## src/rtl/mem_arbiter.sv

```systemverilog
// Round-robin arbiter giving the icache and dcache miss paths one word access each to single-ported memory.
// Strobes are held MEM_LATENCY cycles, then the owner gets a one-cycle ready; requesters hold their request until that pulse.
module mem_arbiter #(
  parameter int MEM_LATENCY = 4,
  parameter int ADDR_W      = 32,
  parameter int DATA_W      = 32
) (
  input  logic              clk,
  input  logic              rst,
  input  logic              i_req,
  input  logic [ADDR_W-1:0] i_addr,
  output logic              i_ready,
  output logic [DATA_W-1:0] i_rdata,
  input  logic              d_req,
  input  logic              d_write,
  input  logic [ADDR_W-1:0] d_addr,
  input  logic [DATA_W-1:0] d_wdata,
  output logic              d_ready,
  output logic [DATA_W-1:0] d_rdata,
  output logic [ADDR_W-1:0] mem_addr,
  output logic [DATA_W-1:0] mem_wdata,
  output logic              mem_read,
  output logic              mem_write,
  input  logic [DATA_W-1:0] mem_rdata
);

  localparam int               CNT_W    = (MEM_LATENCY > 1) ? $clog2(MEM_LATENCY) : 1;
  localparam logic [CNT_W-1:0] CNT_LOAD = CNT_W'(MEM_LATENCY - 1);

  typedef enum logic [1:0] {IDLE, ACCESS, RESP} state_t;
  typedef enum logic {OWNER_I, OWNER_D} owner_t;

  state_t            state, stateNext;
  owner_t            owner, ownerNext;
  owner_t            lastGrant, lastGrantNext;
  logic [CNT_W-1:0]  cnt, cntNext;
  logic [ADDR_W-1:0] addrNext;
  logic [DATA_W-1:0] wdataNext;
  logic [DATA_W-1:0] iRdataNext, dRdataNext;
  logic              readNext, writeNext;
  logic              iReadyNext, dReadyNext;
  logic              grantD;

  always_ff @(posedge clk) begin
    if (rst) begin
      state     <= IDLE;
      owner     <= OWNER_I;
      lastGrant <= OWNER_I;
      cnt       <= '0;
      mem_addr  <= '0;
      mem_wdata <= '0;
      mem_read  <= 1'b0;
      mem_write <= 1'b0;
      i_ready   <= 1'b0;
      d_ready   <= 1'b0;
      i_rdata   <= '0;
      d_rdata   <= '0;
    end else begin
      state     <= stateNext;
      owner     <= ownerNext;
      lastGrant <= lastGrantNext;
      cnt       <= cntNext;
      mem_addr  <= addrNext;
      mem_wdata <= wdataNext;
      mem_read  <= readNext;
      mem_write <= writeNext;
      i_ready   <= iReadyNext;
      d_ready   <= dReadyNext;
      i_rdata   <= iRdataNext;
      d_rdata   <= dRdataNext;
    end
  end

  always_comb begin
    stateNext     = state;
    ownerNext     = owner;
    lastGrantNext = lastGrant;
    cntNext       = cnt;
    addrNext      = mem_addr;
    wdataNext     = mem_wdata;
    readNext      = mem_read;
    writeNext     = mem_write;
    iReadyNext    = 1'b0;
    dReadyNext    = 1'b0;
    iRdataNext    = i_rdata;
    dRdataNext    = d_rdata;
    // On a tie the dcache wins unless it was the last one served.
    grantD        = d_req && (!i_req || (lastGrant == OWNER_I));

    case (state)
      IDLE: begin
        if (grantD) begin
          addrNext      = d_addr;
          wdataNext     = d_wdata;
          readNext      = !d_write;
          writeNext     = d_write;
          ownerNext     = OWNER_D;
          lastGrantNext = OWNER_D;
          cntNext       = CNT_LOAD;
          stateNext     = ACCESS;
        end else if (i_req) begin
          addrNext      = i_addr;
          readNext      = 1'b1;
          writeNext     = 1'b0;
          ownerNext     = OWNER_I;
          lastGrantNext = OWNER_I;
          cntNext       = CNT_LOAD;
          stateNext     = ACCESS;
        end
      end
      ACCESS: begin
        if (cnt == '0) begin
          readNext  = 1'b0;
          writeNext = 1'b0;
          stateNext = RESP;
          if (owner == OWNER_D) begin
            dReadyNext = 1'b1;
            if (mem_read) dRdataNext = mem_rdata;
          end else begin
            iReadyNext = 1'b1;
            iRdataNext = mem_rdata;
          end
        end else begin
          cntNext = cnt - CNT_W'(1);
        end
      end
      RESP: stateNext = IDLE;
      default: stateNext = IDLE;
    endcase
  end

endmodule
```

## config.mk

```make
export PLATFORM = sky130hd
export DESIGN_NAME = mem_arbiter
export DESIGN_NICKNAME = d
export VERILOG_FILES = /design/src/rtl/mem_arbiter.sv
export SDC_FILE = /design/constraint.sdc
export NUM_CORES = 1
export LEC_CHECK = 0
export BUFFER_PORTS_ARGS = -buffer_cell sky130_fd_sc_hd__buf_4
export CAP_MARGIN = 30
export CORE_MARGIN = 2
export CORE_UTILIZATION = 50
export DETAILED_ROUTE_END_ITERATION = 8
export PLACE_DENSITY = 0.85
export SYNTH_ARGS = -nofsm -noshare
export SYNTH_HDL_FRONTEND = slang
export SYNTH_SLANG_ARGS = --single-unit
```

## constraint.sdc

```tcl
create_clock -name clk -period 3 [get_ports clk]
set_input_delay 0 -clock clk [delete_from_list [all_inputs] [get_ports clk]]
set_output_delay 0 -clock clk [all_outputs]
set_load 0.05 [all_outputs]
```

== Word-level counts from Yosys, hierarchy flattened ==
Index checks and enable logic that the tools add are counted.

* $add $sub $neg: 1
* Equal/unequal tests: 4
* Mux-type cells: 20
* Bitwise logic cells: 3
* Reduce and logical (&&, ||, !) cells: 16

{| class="wikitable"
|+ Operator list
! kind !! number
|-
| two-way mux 32 bit || 2
|-
| two-way mux 2 bit || 6
|-
| AND reduction 3 bit || 3
|-
| two-way mux 1 bit || 8
|-
| one-hot mux 2 bit (2 select lines) || 2
|-
| AND reduction 2 bit || 3
|-
| zero test 2 bit || 2
|-
| inequality test 2 bit (second input constant) || 2
|-
| one-hot mux 1 bit (2 select lines) || 2
|-
| AND reduction 4 bit || 1
|-
| nonzero test 2 bit || 2
|-
| inequality test 3 bit (second input constant) || 1
|-
| NOT 1 bit || 3
|-
| OR reduction 3 bit || 1
|-
| == test 2 x 1 -> 1 bit (second input constant) || 1
|-
| zero test 1 bit || 2
|-
| subtractor 2 x 1 -> 2 bit (second input constant) || 1
|-
| logical AND 1 bit || 1
|-
| logical OR 1 bit || 1
|}

* Register bits after elaboration: 137
* Output and inout bits: 132
* Logic and storage cells: 55

== Depth between registers and ports, before layout ==
Gate-level depths: netlist (run 1).

* Word-level depth: 5
* Mapped depth: 7

== Worst setup path before layout (run 1) ==
No wires, ideal clock.

* Path type: flip-flop to flip-flop
* From: register mem_read
* To: register d_rdata[0]
* Setup time: 0.072 ns
* Data arrival time: 1.360 ns
* Required time: 2.928 ns
* Setup slack: 1.569 ns
* Stages on the path, launching flop included: 5
* Buffers on the path: 2
* Clock period less this slack: 1.431 ns
* Cells stage by stage: dfxtp_1 > and4_4 > buf_12 > buf_12 > mux2i_1

* Longest elaborated chain between the ends: 1

{| class="wikitable"
|+ RTL lines
! what !! RTL line !! text
|-
| start: declaration || 22 || <nowiki>output logic mem_read,</nowiki>
|-
| start signal: assignment || 65 || <nowiki>mem_read <= readNext;</nowiki>
|-
| AND reduction 4 bit (no line) || -- ||
|-
| end signal: assignment || 70 || <nowiki>d_rdata <= dRdataNext;</nowiki>
|-
| end: declaration || 19 || <nowiki>output logic [DATA_W-1:0] d_rdata,</nowiki>
|}

Every way passes these cells.
A chain may end at the register's enable or synchronous reset.

== Worst setup path after layout (run 1) ==
* From: register lastGrant
* To: register mem_addr[9]

* Longest elaborated chain between the ends: 5
* Elaborated cells on any way between the ends: 6

{| class="wikitable"
|+ RTL lines
! what !! RTL line !! text
|-
| start: declaration || 35 || <nowiki>owner_t lastGrant, lastGrantNext;</nowiki>
|-
| start signal: assignment || 61 || <nowiki>lastGrant <= lastGrantNext;</nowiki>
|-
| NOT 1 bit (no line) * || -- ||
|-
| logical OR 1 bit * || 88 || <nowiki>grantD = d_req && (!i_req || (lastGrant == OWNER_I));</nowiki>
|-
| logical AND 1 bit * || 88 ||
|-
| nonzero test 2 bit (no line) || -- ||
|-
| AND reduction 2 bit (no line) || -- ||
|-
| end signal: assignment || 63 || <nowiki>mem_addr <= addrNext;</nowiki>
|-
| end: declaration || 20 || <nowiki>output logic [ADDR_W-1:0] mem_addr,</nowiki>
|}

Mark *: on every way between the ends. The rest lies on a longest branch, timed or not.

==> results of run 1 <==
-- logic make-up (layout without fill, tap and decap cells) --
group | Yosys count | after routing | share of synthesized area
AO/OA/AOI/OAI | 171 | 171 | 0.186
adder cells (fa/ha/maj) | 1 | 1 | 0.00219
buffers and inverters | 66 | 436 | 0.0660
flip-flops | 137 | 137 | 0.479
multiplexers | 33 | 33 | 0.0577
AND/OR/NAND/NOR | 245 | 245 | 0.209
-- synthesized netlist by cell type, drive strengths merged, types with 2 or more instances --
cell type and count:
a21oi 100, a311oi 32, buf 46, clkbuf 18, dfxtp 137, inv 2, mux2i 33, nand2 130
nand2b 65, nand3 32, nor2 6, nor2b 2, nor3 2, nor3b 2, o21ai 33, or2 2
-- how the worst max path moves through the flow --
stage	slack, ps	cells after the start	start	end
2_1_floorplan	1570	4	mem_read	d_rdata[0]
4_1_cts	580	4	lastGrant	mem_addr[24]
6_report	260	4	lastGrant	mem_addr[9]
5_1_grt	220	4	lastGrant	mem_addr[9]
3_5_place_dp	980	4	lastGrant	mem_wdata[22]
3_3_place_gp	1070	4	lastGrant	mem_wdata[26]
-- registers in the layout, summed over array words and instances (netlist names) --
register	cells
cnt	2
d_rdata	32
d_ready	1
i_rdata	32
i_ready	1
lastGrant	1
mem_addr	32
mem_read	1
mem_wdata	32
mem_write	1
state	2
-- cells in the final DEF (no fill, tap or decap), drive strengths merged, types with 2 or more instances in the layout --
master	instances
buf	273
dfxtp	137
nand2	130
dlygate4sd3	129
a21oi	100
nand2b	65
mux2i	33
o21ai	33
nand3	32
a311oi	32
clkbuf	26
nor2	6
inv	2
or2	2
nor3	2
bufinv	2
clkinvlp	2
clkinv	2
nor2b	2
nor3b	2
-- layout make-up --
| type | instances | area, sq um | share of cell area |
|---|---|---|---|
| clock buffer | 26 | 519 | 0.0546 |
| clock inverter | 6 | 85.1 | 0.00894 |
| inverter | 2 | 7.51 | 0.000789 |
| multi-input combinational | 450 | 2620 | 0.275 |
| sequential | 137 | 2740 | 0.288 |
| tap | 143 | 179 | 0.0188 |
| timing repair buffer | 402 | 3370 | 0.354 |
-- power by group through the flow --
stage,Combinational (mW),Sequential [mW],Clock (mW)
2_1_floorplan,0.461,2.50,0
3_3_place_gp,1.32,2.08,0
3_5_place_dp,1.33,2.08,0
4_1_cts,1.52,2.04,2.14
5_1_grt,1.68,2.07,2.23
6_report,1.62,2.06,2.14
-- worst register-to-register path, cell delays in order (launching register included) --
cell and delay [ps]:
dfxtp_1 480, a21bo_2 890, nand2_1 240, a311oi_1 450, dlygate4sd3_1 630
-- what timing repair did --
action	4_1_cts	5_1_grt
hold endpoints to repair	130	0
resized for setup	0	0
hold buffers	129	0
-- layer usage --
layer,vias up,routed length [um],track usage
li1,2957,-,-
met1,3116,8190,0.405
met2,520,11300,0.636
met3,151,2290,0.101
met4,0,1800,0.269
met5,-,0,0
-- through the flow --
| stage | cell area [sq um] | worst slack, ps | utilization | instances | hold slack (ps) |
|---|---|---|---|---|---|
| 6_report | 9510 | 258 | 0.844 | 1166 | 66.7 |
| 5_1_grt | 9510 | 224 | 0.844 | 1166 | 84.6 |
| 4_1_cts | 9510 | 580 | 0.844 | 1166 | 17.1 |
| 3_5_place_dp | 7620 | 977 | 0.676 | 1005 | 266 |
| 3_3_place_gp | 7620 | 1070 | 0.676 | 1005 | 260 |
| 2_1_floorplan | 5720 | 1570 | - | 653 | 136 |
==> out/qor.yml, run 1 <==
outcome:
  status: "complete, no violations"
power:
  power_frac_comb: 0.278
  pwr-share-seq: 0.354
  power_frac_clock: 0.367
  p_sw_frac: 0.326
  p_leak_nw: 4.11
  power_mw: 5.82
  powerDensity_nw_per_um2: 612
  intPower_mw: 3.92
  p_switching_mw: 1.90
  peakVddDrop_mv: 0.396
drt:
  vias: 6744
  drcViolationCount: 0
  wl_um: 23600
  drtIter0Drc: 820
  drt_first_pass_iters: 7
  drt.antenna.violating_nets: 0
  post_drt_wl_per_cell_um: 20.3
  vias_per_cell: 5.78
logic_synthesis:
  ys_ff_latch: 137
  ys_seq_area_frac: 0.479
  synthCells: 653
  synth.avg_cell_area_sq_um: 8.76
  synth_edf_count: 0
  synth_top_area_cell: "dfxtp_1"
  syn_area_sq_um: 5720
  ys_top_cells_by_area: "dfxtp_1, a21oi_1, nand2_1"
  yosys_warnings: 0
  yosysTopAreaCellShare: 0.479
  async_flop_share: 0
  synthesis.nets: 787
  ys.flop_type: "dfxtp_1"
  ys_types: 35
global_route:
  grt_pass1_wl_um: 36600
  antenna_found_initial: 0
  grt_pass1_vias: 6840
  grt_usage: 0.376
  grt_overflow: 0
  grt_max_degree: 123
placed_design:
  place_congestion: 0.829
  portBuffers: 264
  dp_hpwl_um: 11200
setup_path:
  crit_fanout: 50
  critPathMaxStageDelay_ps: 890
  critical_path_class: "reg2reg"
  ff2ff_path_depth: 4
  arrival_ps: 3110
  rrSetupSlack_ps: 260
  critPathLaunchType: "flop"
  crit_family: "compound AO/OA/AOI/OAI gates"
  path_buf_inv: 1
  cp_cell_sequence: "a21bo_2 -> nand2_1 -> a311oi_1 -> dlygate4sd3_1"
  required_ps: 3370
  endpoint_kind: "flop"
  crit_slowest_cell: "a21bo_2"
  reg2reg_from: "lastGrant"
  reg2reg_to: "mem_addr[9]"
layout:
  area_growth_pct: 66.2
  drive_gt1_frac: 0.312
  antennaDiodeCount: 0
  fin_nets: 1144
  fillers: 567
timing:
  fmax_ghz: 0.365
  grt_setup_unrepaired: "false"
  fin_crit_sh: 0.914
  slew_headroom: 0.282
  setup_violations: 0
  skew_ps: 7.48
  period_minus_slack_ps: 2740
  final_max_slew_viol_count: 0
  tns_ps: 0
  tightest_slew_ps: 1080
  finalHoldViolations: 0
floorplan:
  die_x_um: 111
  dieArea_sq_um: 12300
  die_h_um: 111
  start_util: 0.508
  ios: 265
  rows: 39
  core_sq_um: 11300
clock_tree:
  cts_tree: "done"
  numCtsBuffers: 17
  clk_latency_ps: 430
  root_buffer: "clkbuf_16"
  clk_path_buf_depth: 2
  clk_pin_slew_worst_paths_ps: 60
  cts.htree.levels: 4
  cts_sinks: 137
  post_cts_buffers: 0
hold_path:
  hold_depth: 4
  min_from: "d_req"
  holdCritPathClass: "in2reg"
  holdPathEnd: "mem_read"
run:
  drv_cap: 0
(Power assumes the default switching activity.)
==> run 2, diff against run 1 <==
Settings changed: PLACE_DENSITY 0.85 to 0.9.
==> run 2 against run 1 <==
Effect of this change: utilization rose by 0.12 points; cell area increased by 0.14%; critical path type unchanged; final cell count rose by 0.34%.
==> out/qor.yml, run 2 (same netlist as run 1, synthesis figures left out) <==
clock_tree:
  cts_resized: 0
  post_cts_buffers: 0
  clk_pin_slew_worst_paths_ps: 60
  cts.htree.levels: 4
  root_buffer: "clkbuf_16"
  ctsHoldBuffers: 129
  numCtsBuffers: 17
  clk_path_buf_depth: 2
  cts_sinks: 137
  cts_tree: "done"
  clk_latency_ps: 410
setup_path:
  reg2reg_to: "mem_addr[10]"
  critPathLaunchType: "flop"
  crit_start: "lastGrant"
  critPathCapture: "mem_addr[10]"
  ff2ff_path_depth: 5
  crit_slowest_cell: "dlygate4sd3_1"
  cp_cell_sequence: "a21bo_2 -> buf_4 -> nand2_1 -> a311oi_1 -> dlygate4sd3_1"
  crit_family: "buffers and inverters"
  rrSetupSlack_ps: 590
  critical_path_class: "reg2reg"
  arrival_ps: 2760
  crit_fanout: 25
  required_ps: 3350
  reg2reg_from: "lastGrant"
  endpoint_kind: "flop"
  crit_cells: 5
  critPathMaxStageDelay_ps: 590
  path_buf_inv: 2
drt:
  dr_wl_met2_um: 11000
  wl_um: 21700
  wl_met3_um: 1790
  drcViolationCount: 0
  drtIter0Drc: 679
  vias_per_cell: 5.52
  top_layer_used: "met4"
  m1WireLength_um: 7930
  drt.antenna.violating_nets: 0
  post_drt_wl_per_cell_um: 18.6
  vias: 6460
  drt_first_pass_iters: 7
layout:
  fin_area_sq_um: 9530
  final_core_util: 0.845
  drive_gt1_frac: 0.315
  fillers: 607
  fin_nets: 1147
  most-common-layout-cells: "buf_4, dfxtp_1, nand2_1"
  final_common_cell: "buf_4"
  area_growth_pct: 66.5
placed_design:
  dp_hpwl_um: 11000
  place_congestion: 0.783
  placed_cell_area_sq_um: 7630
  dpl_worst_slack_ps: 1160
  portBuffers: 264
power:
  p_leak_nw: 4.11
  powerDensity_nw_per_um2: 606
  peakVddDrop_mv: 0.494
timing:
  finalHoldViolations: 0
  tightest_slew_ps: 965
  fin_crit_sh: 0.802
  final.setup.worst_slack_ps: 594
  grt_setup_unrepaired: "false"
  slew_headroom: 0.357
  final_max_slew_viol_count: 0
  setup_violations: 0
  tns_ps: 0
  fmax_ghz: 0.416
  skew_ps: 16.5
  period_minus_slack_ps: 2410
global_route:
  grt_pass1_wl_um: 34700
  grt_overflow: 0
  grt_usage: 0.348
  antenna_found_initial: 1
  grt_max_degree: 116
  grt_pass1_vias: 6749
floorplan:
  start_util: 0.508
  rows: 39
  ios: 265
  die_x_um: 111
  die_h_um: 111
  core_sq_um: 11300
  dieArea_sq_um: 12300
outcome:
  status: "complete, no violations"
hold_path:
  holdCritPathClass: "in2reg"
  min_from: "d_req"
run:
  drv_cap: 0
==> run 2: worst reg2reg max path: cells and delay by family, from the launching register on <==
kind / cells / cell delay [ps]
simple gates: 1 / 130
compound gates: 2 / 780
buf+inv: 2 / 970
flops: 1 / 470
==> run 2: layout make-up <==
class                           instances  area, sq um  area share
Antenna cell                            1         2.50    0.000263
Tap cell                              143          179      0.0188
Multi-Input combinational cell        450         2620       0.274
Clock buffer                           21          460      0.0483
Clock inverter                         11          145      0.0152
Inverter                                2         7.51    0.000788
Sequential cell                       137         2740       0.288
Timing Repair Buffer                  405         3380       0.354
==> run 2: through the flow <==
step	instances	total power, mW	hold WS [ps]
6_report	1170	5.77	66.2
4_1_cts	1169	5.71	62.5
3_5_place_dp	1008	3.41	267
3_3_place_gp	1008	3.39	257
2_1_floorplan	653	2.96	136
5_1_grt	1170	5.97	120
==> run 2: power breakdown <==
group	internal [mW]	total (mW)	leakage, nW	switching (mW)
Combinational	0.612	1.58	2.70	0.973
Sequential	1.96	2.05	1.12	0.0931
Clock	1.35	2.13	0.289	0.782
==> run 2: per-layer routing <==
| layer | vias up | global-route usage |
|---|---|---|
| li1 | 2960 | - |
| met1 | 2997 | 0.378 |
| met2 | 410 | 0.618 |
| met3 | 93 | 0.0913 |
| met4 | 0 | 0.186 |
| met5 | - | 0 |
==> run 2: worst min-delay path by stage <==
| stage | endpoint | slack (ps) | cells after the start |
|---|---|---|---|
| floorplan | i_rdata[10] | 140 | 2 |
| global placement | i_rdata[23] | 260 | 3 |
| detailed placement | i_rdata[30] | 270 | 3 |
| CTS | lastGrant | 60 | 4 |
| global route | lastGrant | 120 | 4 |
| finish | lastGrant | 70 | 4 |
